**src/rtl/sdram_port_arbiter.sv**
```systemverilog
`default_nettype none
// ============================================================================
// Module : sdram_port_arbiter
// Three-requester Avalon arbiter feeding one SDRAM master, with in-order
// read-return routing through a tag FIFO.
// Rev    : 1.0
// ============================================================================

module sdram_port_arbiter #(
   parameter int MAX_OUTSTANDING = 8,
   parameter int STARVE_LIMIT    = 4
) (
   input  logic        clock,
   input  logic        reset,
   input  logic [25:0] r0_address,
   input  logic        r0_read,
   input  logic        r0_write,
   input  logic [3:0]  r0_byteenable,
   input  logic [31:0] r0_writedata,
   output logic        r0_waitrequest,
   output logic [31:0] r0_readdata,
   output logic        r0_readdatavalid,
   input  logic [25:0] r1_address,
   input  logic        r1_read,
   input  logic        r1_write,
   input  logic [3:0]  r1_byteenable,
   input  logic [31:0] r1_writedata,
   output logic        r1_waitrequest,
   output logic [31:0] r1_readdata,
   output logic        r1_readdatavalid,
   input  logic [25:0] r2_address,
   input  logic        r2_read,
   input  logic        r2_write,
   input  logic [3:0]  r2_byteenable,
   input  logic [31:0] r2_writedata,
   output logic        r2_waitrequest,
   output logic [31:0] r2_readdata,
   output logic        r2_readdatavalid,
   output logic [25:0] m_address,
   output logic        m_read,
   output logic        m_write,
   output logic [3:0]  m_byteenable,
   output logic [31:0] m_writedata,
   input  logic [31:0] m_readdata,
   input  logic        m_readdatavalid,
   input  logic        m_waitrequest,
   output logic        err_unexpected_rd
);

   localparam int c_CW = $clog2(MAX_OUTSTANDING + 1);
   localparam int c_PW = (MAX_OUTSTANDING > 1) ? $clog2(MAX_OUTSTANDING) : 1;
   localparam int c_SW = (STARVE_LIMIT > 0) ? $clog2(STARVE_LIMIT + 1) : 1;
   localparam logic [c_CW-1:0] c_MAX_CNT    = c_CW'(MAX_OUTSTANDING);
   localparam logic [c_PW-1:0] c_PTR_LAST   = c_PW'(MAX_OUTSTANDING - 1);
   localparam logic [c_SW-1:0] c_STARVE_MAX = c_SW'(STARVE_LIMIT);

   typedef enum logic [0:0] {ST_IDLE = 1'b0, ST_ISSUE = 1'b1} state_t;

   state_t          r_state;
   logic [1:0]      r_tag [MAX_OUTSTANDING];
   logic [c_PW-1:0] r_wptr, r_rptr;
   logic [c_CW-1:0] r_count;
   logic [c_SW-1:0] r_starve;
   logic            r_rr_r2;

   logic [2:0]  w_rd, w_req, w_elig, w_gnt;
   logic        w_rd_ok, w_can, w_other, w_any, w_gnt_rd, w_push, w_pop;
   logic [1:0]  w_gnt_id, w_head;
   logic [25:0] w_sel_addr;
   logic [3:0]  w_sel_be;
   logic [31:0] w_sel_wd;

   function automatic logic [c_PW-1:0] f_next(input logic [c_PW-1:0] p);
      return (p == c_PTR_LAST) ? '0 : p + c_PW'(1);
   endfunction

   // A read issued while both strobes are high is a read.
   assign w_rd    = {r2_read, r1_read, r0_read};
   assign w_req   = w_rd | {r2_write, r1_write, r0_write};
   assign w_rd_ok = (r_count < c_MAX_CNT);
   assign w_elig  = w_req & (~w_rd | {3{w_rd_ok}});
   assign w_can   = reset && ((r_state == ST_IDLE) || !m_waitrequest);
   assign w_other = w_elig[1] | w_elig[2];

   always_comb begin
      w_gnt = 3'b000;
      if (w_can) begin
         if (w_elig[0] && !((r_starve == c_STARVE_MAX) && w_other)) w_gnt = 3'b001;
         else if (w_elig[1] && w_elig[2]) w_gnt = r_rr_r2 ? 3'b100 : 3'b010;
         else if (w_elig[1]) w_gnt = 3'b010;
         else if (w_elig[2]) w_gnt = 3'b100;
      end
   end

   assign w_any    = |w_gnt;
   assign w_gnt_rd = |(w_gnt & w_rd);
   assign w_gnt_id = w_gnt[2] ? 2'd2 : (w_gnt[1] ? 2'd1 : 2'd0);
   assign w_push   = w_any && w_gnt_rd;
   assign w_pop    = m_readdatavalid && (r_count != '0);
   assign w_head   = r_tag[r_rptr];

   assign r0_waitrequest = ~w_gnt[0];
   assign r1_waitrequest = ~w_gnt[1];
   assign r2_waitrequest = ~w_gnt[2];

   always_comb begin
      w_sel_addr = r0_address;
      w_sel_be   = r0_byteenable;
      w_sel_wd   = r0_writedata;
      if (w_gnt[1]) begin
         w_sel_addr = r1_address;
         w_sel_be   = r1_byteenable;
         w_sel_wd   = r1_writedata;
      end else if (w_gnt[2]) begin
         w_sel_addr = r2_address;
         w_sel_be   = r2_byteenable;
         w_sel_wd   = r2_writedata;
      end
   end

   always_ff @(posedge clock or negedge reset) begin
      if (!reset) begin
         r_state      <= ST_IDLE;
         m_read       <= 1'b0;
         m_write      <= 1'b0;
         m_address    <= '0;
         m_byteenable <= '0;
         m_writedata  <= '0;
      end else if (w_any) begin
         r_state      <= ST_ISSUE;
         m_read       <= w_gnt_rd;
         m_write      <= ~w_gnt_rd;
         m_address    <= w_sel_addr;
         m_byteenable <= w_sel_be;
         m_writedata  <= w_sel_wd;
      end else if ((r_state == ST_ISSUE) && !m_waitrequest) begin
         r_state      <= ST_IDLE;
         m_read       <= 1'b0;
         m_write      <= 1'b0;
      end
   end

   always_ff @(posedge clock) begin
      if (w_push) r_tag[r_wptr] <= w_gnt_id;
   end

   always_ff @(posedge clock or negedge reset) begin
      if (!reset) begin
         r_wptr            <= '0;
         r_rptr            <= '0;
         r_count           <= '0;
         r_starve          <= '0;
         r_rr_r2           <= 1'b0;
         r0_readdatavalid  <= 1'b0;
         r1_readdatavalid  <= 1'b0;
         r2_readdatavalid  <= 1'b0;
         r0_readdata       <= '0;
         r1_readdata       <= '0;
         r2_readdata       <= '0;
         err_unexpected_rd <= 1'b0;
      end else begin
         if (w_push) r_wptr <= f_next(r_wptr);
         if (w_pop)  r_rptr <= f_next(r_rptr);
         case ({w_push, w_pop})
            2'b10:   r_count <= r_count + c_CW'(1);
            2'b01:   r_count <= r_count - c_CW'(1);
            default: r_count <= r_count;
         endcase

         if (w_gnt[1] || w_gnt[2])        r_starve <= '0;
         else if (!(w_req[1] || w_req[2])) r_starve <= '0;
         else if (w_gnt[0] && w_other)     r_starve <= r_starve + c_SW'(1);

         if (w_gnt[1])      r_rr_r2 <= 1'b1;
         else if (w_gnt[2]) r_rr_r2 <= 1'b0;

         r0_readdatavalid <= w_pop && (w_head == 2'd0);
         r1_readdatavalid <= w_pop && (w_head == 2'd1);
         r2_readdatavalid <= w_pop && (w_head == 2'd2);
         if (w_pop && (w_head == 2'd0)) r0_readdata <= m_readdata;
         if (w_pop && (w_head == 2'd1)) r1_readdata <= m_readdata;
         if (w_pop && (w_head == 2'd2)) r2_readdata <= m_readdata;

         // Returns with nothing in flight (e.g. after a reset) are dropped.
         if (m_readdatavalid && (r_count == '0)) err_unexpected_rd <= 1'b1;
      end
   end

endmodule

`default_nettype wire

```
**config.mk**
```make
export PLATFORM = sky130hd
export DESIGN_NAME = sdram_port_arbiter
export DESIGN_NICKNAME = d
export VERILOG_FILES = /design/src/rtl/sdram_port_arbiter.sv
export SDC_FILE = /design/constraint.sdc
export NUM_CORES = 1
export LEC_CHECK = 0
export CORE_UTILIZATION = 40
export CTS_CLUSTER_SIZE = 8
export DETAILED_ROUTE_END_ITERATION = 16
export GPL_TIMING_DRIVEN = 0
export PLACE_DENSITY = 0.78
export SLEW_MARGIN = 20
export SYNTH_ARGS = -nofsm -noshare
export SYNTH_HDL_FRONTEND = slang
export SYNTH_SLANG_ARGS = --single-unit
```
**constraint.sdc**
```tcl
create_clock -name clock -period 3.15 [get_ports clock]
set_clock_uncertainty 0.15 [all_clocks]
set_input_delay 0.63 -clock clock [delete_from_list [all_inputs] [get_ports clock]]
set_output_delay 0.63 -clock clock [all_outputs]
set_load 0.005 [all_outputs]
```
==> flow_summary.ini <==
[floorplan]
fp.dieW_microns = 159
row_count = 57
pin_count = 395
die_y_microns = 159
start_util_pct = 40.66
core_region_area_sq_um = 24250
die_area_sq_um = 25280

[worst_setup_path]
r2r_start = r_starve[0]
cp-startpoint = r1_read
critPathRequiredTime_ns = 2.37
cp-start-kind = input pin
worst_r2r_path_depth = 16
worstPathMaxFanout = 6
setup.worst_path.end = r1_waitrequest
cp-end-kind = output port
crit_type = in2out
r2r_slack_ns = 0.16
arrival_ns = 2.30
r2r-end = r_count[2]

[cells_and_area]
nNetsFinal = 1601
final_common_cell = clkdlybuf4s50_1
fill_cells = 1979
syn_to_final_growth_pct = 54.85
multi_input_area_sq_um = 4531
post_route_cells_drive_above_1_share_pct = 14.60
seq_area_sq_um = 4961
final_cell_mix = clkdlybuf4s50_1 (385), dfrtp_1 (178), nand2_1 (138)
utilization_pct = 62.96

[routing]
wl_per_cell_microns = 20.15
drt-total-wl_microns = 34290
vias = 9112
drc = 0
firstDrtPassIters = 4
via_per_inst = 5.354
drt.antenna.violating_nets = 0
detailedRoute.firstIterationViolations = 520

[cts]
clkSinkCount = 195
path_clk_slew_ns = 0.08
cts_buffers = 17
clock_latency_ns = 0.43
htreeDepth = 4
cts_tree = yes
cts_buffer_depth = 2
cts_root_buffer = clkbuf_16

[sta]
fin_crit_sh_pct = 97.65
slew_violations = 0
worst_pin_slew_ns = 0.7364
finalWorstSetupSlack_ns = 0.07414
finalHoldViolCount = 0
setup_tns_ns = 0
timing.final.crit_period_ns = 3.076
setup_violations = 0
slew_headroom_pct = 50.91
fmax_mhz = 325.1

[power]
p_total_mw = 12.83
p_per_area_nw_per_um2 = 840.3
p_leak_nw = 5.953
ir_drop_mv = 0.4569

[global_route]
antenna_found_initial = 1
grt_pass1_vias = 9433
grt_overflow = 0
grt_max_degree = 47
grt_usage_pct = 26.87
grt_pass1_wl_microns = 52430

[yosys]
synth_mux_area_share_pct = 12.44
avgSynthCellArea_sq_um = 10.60
netlist_area_sq_um = 9859
yosysUniqueCellTypes = 50
synthSimpleGateAreaFrac_pct = 7.843
synthesis.nets = 1167
syn_inst = 930
synth_seq_area_share_pct = 50.30
synth_xor_area_share_pct = 0.6218
synth_top_family_by_area = compound AO/OA/AOI/OAI gates
synth_warnings = 0
synth.ff_latch_count = 195
synth_fa_ha_area_share_pct = 1.142
synth-compound-area-share_pct = 22.91

[placement]
dp_hpwl_microns = 25490
dpl_worst_slack_ns = -1.845
gp_congestion = 0.9076
port_buffers = 394

[run]
drv_cap = 0

[status]
outcome = finished, final reports clean

[worst_hold_path]
hold_class = in2async
[critical path, cell delays in order]
cell and delay, ns:
dlygate4sd2_1 0.30, nand2b_1 0.21, a31o_4 0.27, a211oi_4 0.33, clkbuf_8 0.22, inv_1 0.07, dlygate4sd2_1 0.26
[routing by layer]
metal	share of wire, %	GRT usage (%)
met5	0	0
met4	4.0	12.33
met3	7.2	6.721
met2	51	48.31
met1	38	29.83
[registers in the layout (all words and copies together), names as in the netlist]
| register | count |
|---|---|
| err_unexpected_rd | 1 |
| m_address | 26 |
| m_byteenable | 4 |
| m_read | 1 |
| m_write | 1 |
| m_writedata | 32 |
| r0_readdata | 32 |
| r0_readdatavalid | 1 |
| r1_readdata | 32 |
| r1_readdatavalid | 1 |
| r2_readdata | 32 |
| r2_readdatavalid | 1 |
| r_count | 4 |
| r_rptr | 3 |
| r_rr_r2 | 1 |
| r_starve | 3 |
| r_state | 1 |
| r_tag | 16 |
| r_wptr | 3 |
[Yosys cell counts (all sizes together)]
library cell	number	area, sq um
and2	2	12.51
a22o	1	8.760
mux2i	1	10.01
mux4	4	90.09
or2	1	6.260
or3b	2	17.52
dfrtp	179	4479
a21boi	3	22.52
o311ai	1	16.27
clkbuf	68	255.2
o21bai	1	7.510
a21o	2	15.01
nand3b	2	15.01
o221a	1	11.26
a2111oi	1	8.760
nor3	6	41.29
nor2	9	33.78
a311o	1	10.01
mux2	100	1126
a31o	2	17.52
inv	10	37.53
nand4	1	6.260
nand2b	7	43.79
a211oi	125	943.4
buf	19	175.2
a22oi	1	7.510
o41ai	1	27.53
edfxtp	16	480.5
o21a	62	465.5
nor3b	1	7.510
nor4	4	25.02
nor4b	2	17.52
o21ai	129	649.4
xor2	4	35.03
xnor2	3	26.28
nand2	140	525.5
and3	1	6.260
nand3	3	15.01
ha	9	112.6
a21oi	5	47.54
[power breakdown]
group          switching (mW)  internal, mW  leakage [nW]
registers               0.694          3.67          2.31
logic                    2.57          3.64          3.34
clock network            1.15          1.10         0.303
total                    4.41          8.41          5.95
[stage by stage]
step | hold slack [ns] | std cells | area, sq um
final | 0.03361 | 1702 | 15270
after global routing | 0.03404 | 1702 | 15270
after CTS | 0.02421 | 1692 | 15170
after detailed placement | 0.3218 | 1649 | 14250
after global placement | 0.3180 | 1648 | 14220
after floorplan | 0.1844 | 930 | 9873
[how the worst min path moves through the flow]
stage / cells after the start / start / endpoint
floorplan: 0 / reset / err_unexpected_rd
global placement: 1 / r1_readdata[19] / r1_readdata[19]
detailed placement: 1 / err_unexpected_rd / err_unexpected_rd
CTS: 1 / reset / r2_readdata[23]
global route: 1 / reset / r2_readdata[23]
finish: 1 / reset / r0_readdata[4]
[what timing repair did]
item / in CTS / in global routing
hold endpoints to repair: 45 / 0
setup endpoints to repair: 98 / 25
buffers inserted: 7 / 9
hold buffers: 3 / 0
gates cloned: 3 / 0
resized for setup: 39 / 10
pin swaps: 5 / 5
[kinds of logic (layout without fill, tap and decap cells)]
kind of cell | after synthesis | count (layout)
muxes | 105 | 105
buffers and inverters | 97 | 544
adders and majority gates | 9 | 9
and+or+nand+nor | 181 | 181
other | 0 | 1
xor gates and xnor gates | 7 | 7
DFF | 195 | 195
AOI/OAI and AO/OA | 336 | 336
[cell type report]
| type | instances | area share [%] |
|---|---|---|
| diodes | 1 | 0.01639 |
| clock buffers | 17 | 2.786 |
| plain buffers | 85 | 3.016 |
| well taps | 324 | 2.655 |
| repair buffers | 417 | 27.81 |
| flip-flops and latches | 195 | 32.49 |
| clock inverters | 15 | 1.270 |
| multi-input cells | 638 | 29.68 |
| inverters | 10 | 0.2786 |
Note: power is estimated with default switching activity, not from simulation.
